**src/rtl/alu_arbiter.sv**
```systemverilog
// Round-robin arbiter that shares one registered ALU between two requesters.
// Define DIV_ZERO_GUARD_EN to answer divide-by-zero locally with 8'hFF and rsp_err=1.
module alu_arbiter (
   input  logic       clk,
   input  logic       rst_n,
   input  logic       req0,
   input  logic       req1,
   input  logic [3:0] a0,
   input  logic [3:0] b0,
   input  logic [3:0] a1,
   input  logic [3:0] b1,
   input  logic [2:0] op0,
   input  logic [2:0] op1,
   output logic       gnt0,
   output logic       gnt1,
   output logic [7:0] alu_a,
   output logic [7:0] alu_b,
   output logic [2:0] alu_op,
   input  logic [7:0] alu_result,
   output logic       rsp_valid,
   output logic       rsp_id,
   output logic [7:0] rsp_data,
   output logic       rsp_err,
   input  logic       rsp_ready
);

   typedef enum logic [1:0] {StIdle, StIssue, StWait, StResp} state_e;

   state_e     state_q, state_d;
   logic       gnt0_q, gnt0_d;
   logic       gnt1_q, gnt1_d;
   // 0: req0 wins the next tie, 1: req1 wins the next tie
   logic       prio_q, prio_d;
   logic [7:0] alu_a_q, alu_a_d;
   logic [7:0] alu_b_q, alu_b_d;
   logic [2:0] alu_op_q, alu_op_d;
   logic       rsp_valid_q, rsp_valid_d;
   logic       rsp_id_q, rsp_id_d;
   logic [7:0] rsp_data_q, rsp_data_d;

   logic       win_id;
   logic [3:0] win_a;
   logic [3:0] win_b;
   logic [2:0] win_op;
   logic       div_zero;

   always_comb begin
      win_id = (req0 && req1) ? prio_q : req1;
      win_a  = win_id ? a1 : a0;
      win_b  = win_id ? b1 : b0;
      win_op = win_id ? op1 : op0;
   end

`ifdef DIV_ZERO_GUARD_EN
   logic rsp_err_q, rsp_err_d;
   assign div_zero = (win_op == 3'b011) && (win_b == 4'd0);
   assign rsp_err  = rsp_err_q;
`else
   assign div_zero = 1'b0;
   assign rsp_err  = 1'b0;
`endif

   always_comb begin
      state_d     = state_q;
      gnt0_d      = 1'b0;
      gnt1_d      = 1'b0;
      prio_d      = prio_q;
      alu_a_d     = alu_a_q;
      alu_b_d     = alu_b_q;
      alu_op_d    = alu_op_q;
      rsp_valid_d = rsp_valid_q;
      rsp_id_d    = rsp_id_q;
      rsp_data_d  = rsp_data_q;
`ifdef DIV_ZERO_GUARD_EN
      rsp_err_d   = rsp_err_q;
`endif
      case (state_q)
         StIdle: begin
            if (req0 || req1) begin
               rsp_id_d = win_id;
               prio_d   = ~win_id;
               gnt0_d   = ~win_id;
               gnt1_d   = win_id;
               if (div_zero) begin
                  // Answered locally; the ALU never sees this operation.
                  state_d     = StResp;
                  rsp_valid_d = 1'b1;
                  rsp_data_d  = 8'hFF;
`ifdef DIV_ZERO_GUARD_EN
                  rsp_err_d   = 1'b1;
`endif
               end else begin
                  alu_a_d  = {4'b0000, win_a};
                  alu_b_d  = {4'b0000, win_b};
                  alu_op_d = win_op;
                  state_d  = StIssue;
               end
            end
         end
         StIssue: begin
            state_d = StWait;
         end
         StWait: begin
            rsp_data_d  = alu_result;
            rsp_valid_d = 1'b1;
`ifdef DIV_ZERO_GUARD_EN
            rsp_err_d   = 1'b0;
`endif
            state_d     = StResp;
         end
         StResp: begin
            if (rsp_ready) begin
               rsp_valid_d = 1'b0;
               state_d     = StIdle;
            end
         end
         default: begin
            state_d = StIdle;
         end
      endcase
   end

   always_ff @(posedge clk or negedge rst_n) begin
      if (!rst_n) begin
         state_q     <= StIdle;
         gnt0_q      <= 1'b0;
         gnt1_q      <= 1'b0;
         prio_q      <= 1'b0;
         alu_a_q     <= 8'd0;
         alu_b_q     <= 8'd0;
         alu_op_q    <= 3'd0;
         rsp_valid_q <= 1'b0;
         rsp_id_q    <= 1'b0;
         rsp_data_q  <= 8'd0;
      end else begin
         state_q     <= state_d;
         gnt0_q      <= gnt0_d;
         gnt1_q      <= gnt1_d;
         prio_q      <= prio_d;
         alu_a_q     <= alu_a_d;
         alu_b_q     <= alu_b_d;
         alu_op_q    <= alu_op_d;
         rsp_valid_q <= rsp_valid_d;
         rsp_id_q    <= rsp_id_d;
         rsp_data_q  <= rsp_data_d;
      end
   end

`ifdef DIV_ZERO_GUARD_EN
   always_ff @(posedge clk or negedge rst_n) begin
      if (!rst_n) begin
         rsp_err_q <= 1'b0;
      end else begin
         rsp_err_q <= rsp_err_d;
      end
   end
`endif

   assign gnt0      = gnt0_q;
   assign gnt1      = gnt1_q;
   assign alu_a     = alu_a_q;
   assign alu_b     = alu_b_q;
   assign alu_op    = alu_op_q;
   assign rsp_valid = rsp_valid_q;
   assign rsp_id    = rsp_id_q;
   assign rsp_data  = rsp_data_q;

   a_gnt_exclusive: assert property (@(posedge clk) disable iff (!rst_n) !(gnt0 && gnt1));

   a_rsp_hold: assert property (@(posedge clk) disable iff (!rst_n)
      (rsp_valid && !rsp_ready) |=> (rsp_valid && $stable(rsp_data) && $stable(rsp_id)
                                     && $stable(rsp_err)));

   a_alu_hold: assert property (@(posedge clk) disable iff (!rst_n)
      (state_q == StWait) |-> ($stable(alu_a) && $stable(alu_b) && $stable(alu_op)));

   a_gnt_once: assert property (@(posedge clk) disable iff (!rst_n)
      (gnt0 || gnt1) |=> !(gnt0 || gnt1));

endmodule

```
**config.mk**
```make
export PLATFORM = sky130hd
export DESIGN_NAME = alu_arbiter
export DESIGN_NICKNAME = d
export VERILOG_FILES = /design/src/rtl/alu_arbiter.sv
export SDC_FILE = /design/constraint.sdc
export NUM_CORES = 1
export LEC_CHECK = 0
export CAP_MARGIN = 20
export CORE_MARGIN = 2
export CORE_UTILIZATION = 39
export DETAILED_ROUTE_END_ITERATION = 7
export HOLD_SLACK_MARGIN = 0.02
export PLACE_DENSITY = 0.78
export RECOVER_POWER = 25
export SKIP_LAST_GASP = 1
export SLEW_MARGIN = 20
export SYNTH_ARGS = -nofsm -noshare
export SYNTH_HDL_FRONTEND = slang
export SYNTH_SLANG_ARGS = --single-unit
```
**constraint.sdc**
```tcl
create_clock -name clk -period 1.6 [get_ports clk]
set_clock_uncertainty 0.05 [all_clocks]
set_input_delay 0.24 -clock clk [delete_from_list [all_inputs] [get_ports clk]]
set_output_delay 0.24 -clock clk [all_outputs]
set_load 0.03 [all_outputs]
```
==> summary.md <==
| Metric | Value |
|---|---|
| Clock root buffer | `clkbuf_4` |
| CP startpoint kind | `flip-flop` |
| Final GP Congestion | `roughly 0.73` |
| Leakage power | `roughly 0.84 nW` |
| Max clock buf depth | `2` |
| FF-to-FF End | `state_q[1]` |
| Fin crit period | `between 1 and 1.5 ns` |
| CTS tree | `built` |
| Clock Sinks | `26` |
| Crit Path Class | `reg2reg` |
| Vias per cell | `around 5` |
| # diodes | `0` |
| Fin crit share | `around 91%` |
| Gr usage total | `around 17%` |
| DRT iter0 DRCs | `35` |
| Main synth FF type | `dfrtp_1` |
| Synth async-reset ratio | `100%` |
| Num CTS Buffers | `3` |
| M3 GR Usage | `less than 1%` |
| Rel. slew slack | `roughly 58%` |
| Worst Reg-to-Reg Cells | `4` |
| RSZ-0062 raised after global routing | `false` |
| Die area | `between 0.003 and 0.004 mm2` |
| Initial antenna violation count | `0` |
| Max-slew violation count | `0` |
| Peak supply drop | `around 0.78 mV` |
| Layout cells sized above 1 | `about 14%` |
| H-tree lvl count | `1` |
| Area Overhead vs Synth | `46.3%` |
| Routed Antenna Nets | `0` |
| Die height | `a little over 60 um` |
| Worst Setup EP | `state_q[1]` |
| Clock slew at reported path FFs | `between 0.1 and 0.15 ns` |
| Most crowded layer after global routing | `met2` |
| Total chip power | `approximately 3.5 mW` |
| Syn Inst Count | `approximately 120` |
| Finish-stage setup viols | `0` |
| R2r setup slk | `around 0.15 ns` |
| DR WL/cell | `between 10 and 15 um` |
| Post-synth EDFFs | `0` |
| Via count | `roughly 1100` |
| CP Data Required Time | `about 1.8 ns` |
| Largest net degree at the start of global routing | `27` |
| Status | `finished, final reports clean` |
| Synth Area per Inst | `around 11 um2` |
| Type of element capturing the critical path | `flip-flop` |
| Worst slew pin tran | `0.632 ns` |
| Worst slack, placed | `-0.0394 ns` |
| Pwr per Cell Area | `around 1900 mW/mm2` |
| # rows | `20` |
| Initial Util | `about two fifths` |
| Final cell count without fillers | `222` |
| Origin of the critical flop-to-flop path | `state_q[1]` |
| Final Net Count | `~220` |
| Number of global-route vias before repair | `between 1000 and 1500` |
| DRT Pass-1 Iters | `4` |
| # DRC | `0` |
| Top-level I/O count | `67` |
| Total placed cells including tap cells | `between 200 and 250` |
| CP arrival | `1.63 ns` |
| YS warnings | `0` |
| GRT Residual Overflow | `0` |
| Critical path peak fanout | `6` |
| Crit path from | `state_q[1]` |
| Port bufs | `57` |
| Fin. Hold Viols | `0` |
| Worst hold path type | `in2async` |
| Max Cap Violations | `0` |
| Achievable Freq | `0.688 GHz` |
| Sequential share of the synthesized area | `approximately half` |
| Skew-Pair Late Insertion Delay | `around 0.32 ns` |
| Core area | `0.00310 mm2` |
| Synth cell types | `25` |
| Synthesized area | `between 0.001 and 0.0015 mm2` |
| #FFs+latches synth | `26` |
| Die W | `about 61 um` |
| Worst setup margin | `between 0.1 and 0.15 ns` |
| First-pass GRT wire length | `4840 um` |
| Final wirelength | `about 3100 um` |
| HPWL Detailed | `~2300 um` |
| Met2 usage | `slightly above 30%` |
| Met1 Use GR | `20.5%` |
cells in the mapped netlist (2+ instances only):
cell type	n	share of area [%]
a21oi_1	13	5.1
a31oi_1	12	5.8
buf_2	2	0.78
buf_4	12	7.0
buf_6	2	1.8
dfrtp_1	26	51
ha_1	4	3.9
inv_1	4	1.2
mux2_2	9	7.9
nor2_1	14	4.1
o21ai_1	9	3.5
where the power goes:
| group | switching [mW] | internal, mW |
|---|---|---|
| combinational | 1.22 | 0.788 |
| clock | 0.193 | 0.139 |
| sequential | 0.169 | 0.979 |
| total | 1.58 | 1.91 |
worst max-delay path, cell delays in order (launching register included):
cell     delay [ns]
dfrtp_1        0.42
inv_1          0.10
ha_2           0.24
a21oi_2        0.19
mux2_2         0.35
sequential cells by signal, indices dropped and copies added, names as in the netlist:
register   cells
gnt0           1
rsp_id         1
alu_a          4
alu_op         3
alu_b          4
gnt1           1
state_q        2
rsp_data       8
prio_q         1
rsp_valid      1
how the worst min path moves through the flow:
stage | start | end | slack [ns] | cells after the start
after detailed placement | rsp_id | rsp_id | 0.42 | 1
after CTS | rst_n | prio_q | 0.23 | 2
final | rst_n | alu_b[1] | 0.40 | 2
after global routing | op0[0] | alu_op[0] | 0.40 | 3
after floorplan | rst_n | alu_a[0] | -0.11 | 0
after global placement | prio_q | prio_q | 0.42 | 1
layout make-up:
| cell class | instances | area, um2 |
|---|---|---|
| clock buffers | 4 | 36.3 |
| fillers | 284 | 1220 |
| inverters | 4 | 15.0 |
| multi-input cells | 82 | 534 |
| flip-flops and latches | 26 | 651 |
| well taps | 44 | 55.1 |
| repair buffers | 62 | 589 |
metal layers:
metal,wire length (um),up-vias
met5,0,-
met4,97,0
met3,139,8
met2,1640,45
met1,1220,525
li1,-,516
placed cells by master (no fill, tap or decap), types with 2 or more instances in the layout:
| cell | Yosys | layout |
|---|---|---|
| a21oi_1 | 13 | 13 |
| dlygate4sd2_1 | 0 | 23 |
| conb_1 | 1 | 9 |
| mux2_2 | 9 | 9 |
| ha_2 | 0 | 2 |
| buf_4 | 12 | 3 |
| clkbuf_4 | 0 | 3 |
| clkdlybuf4s50_1 | 0 | 33 |
| dfrtp_1 | 26 | 26 |
| o21ai_1 | 9 | 9 |
| a31oi_1 | 12 | 12 |
| ha_1 | 4 | 2 |
| nor2_1 | 14 | 14 |
| inv_1 | 4 | 4 |
timing repair:
action	4_1_cts	5_1_grt
resized for setup	24	3
hold buffers	0	0
endpoints found under the setup margin	34	15
setup buffers	0	0
cell families (layout without fill, tap and decap cells):
kind of cell,after synthesis,in the layout,synth area share [%]
flip-flops,26,26,50.6
AND/OR/NAND/NOR,18,18,6.33
AO/OA/AOI/OAI,41,41,19.1
multiplexers,10,10,8.67
buffers and inverters,21,70,11.1
other,1,9,0.292
adder cells (fa/ha/maj),4,4,3.89
per-stage QoR:
step | util, % | hold WS [ns] | setup TNS, ns | area [um2]
final | 60.6 | 0.398 | 0 | 1880
after global routing | 60.6 | 0.404 | 0 | 1880
after CTS | 60.3 | 0.229 | 0 | 1870
after detailed placement | 60.0 | 0.420 | -0.160 | 1860
after global placement | 60.0 | 0.424 | 0 | 1860
after floorplan | - | -0.106 | 0 | 1320
(Power assumes the default switching activity.)
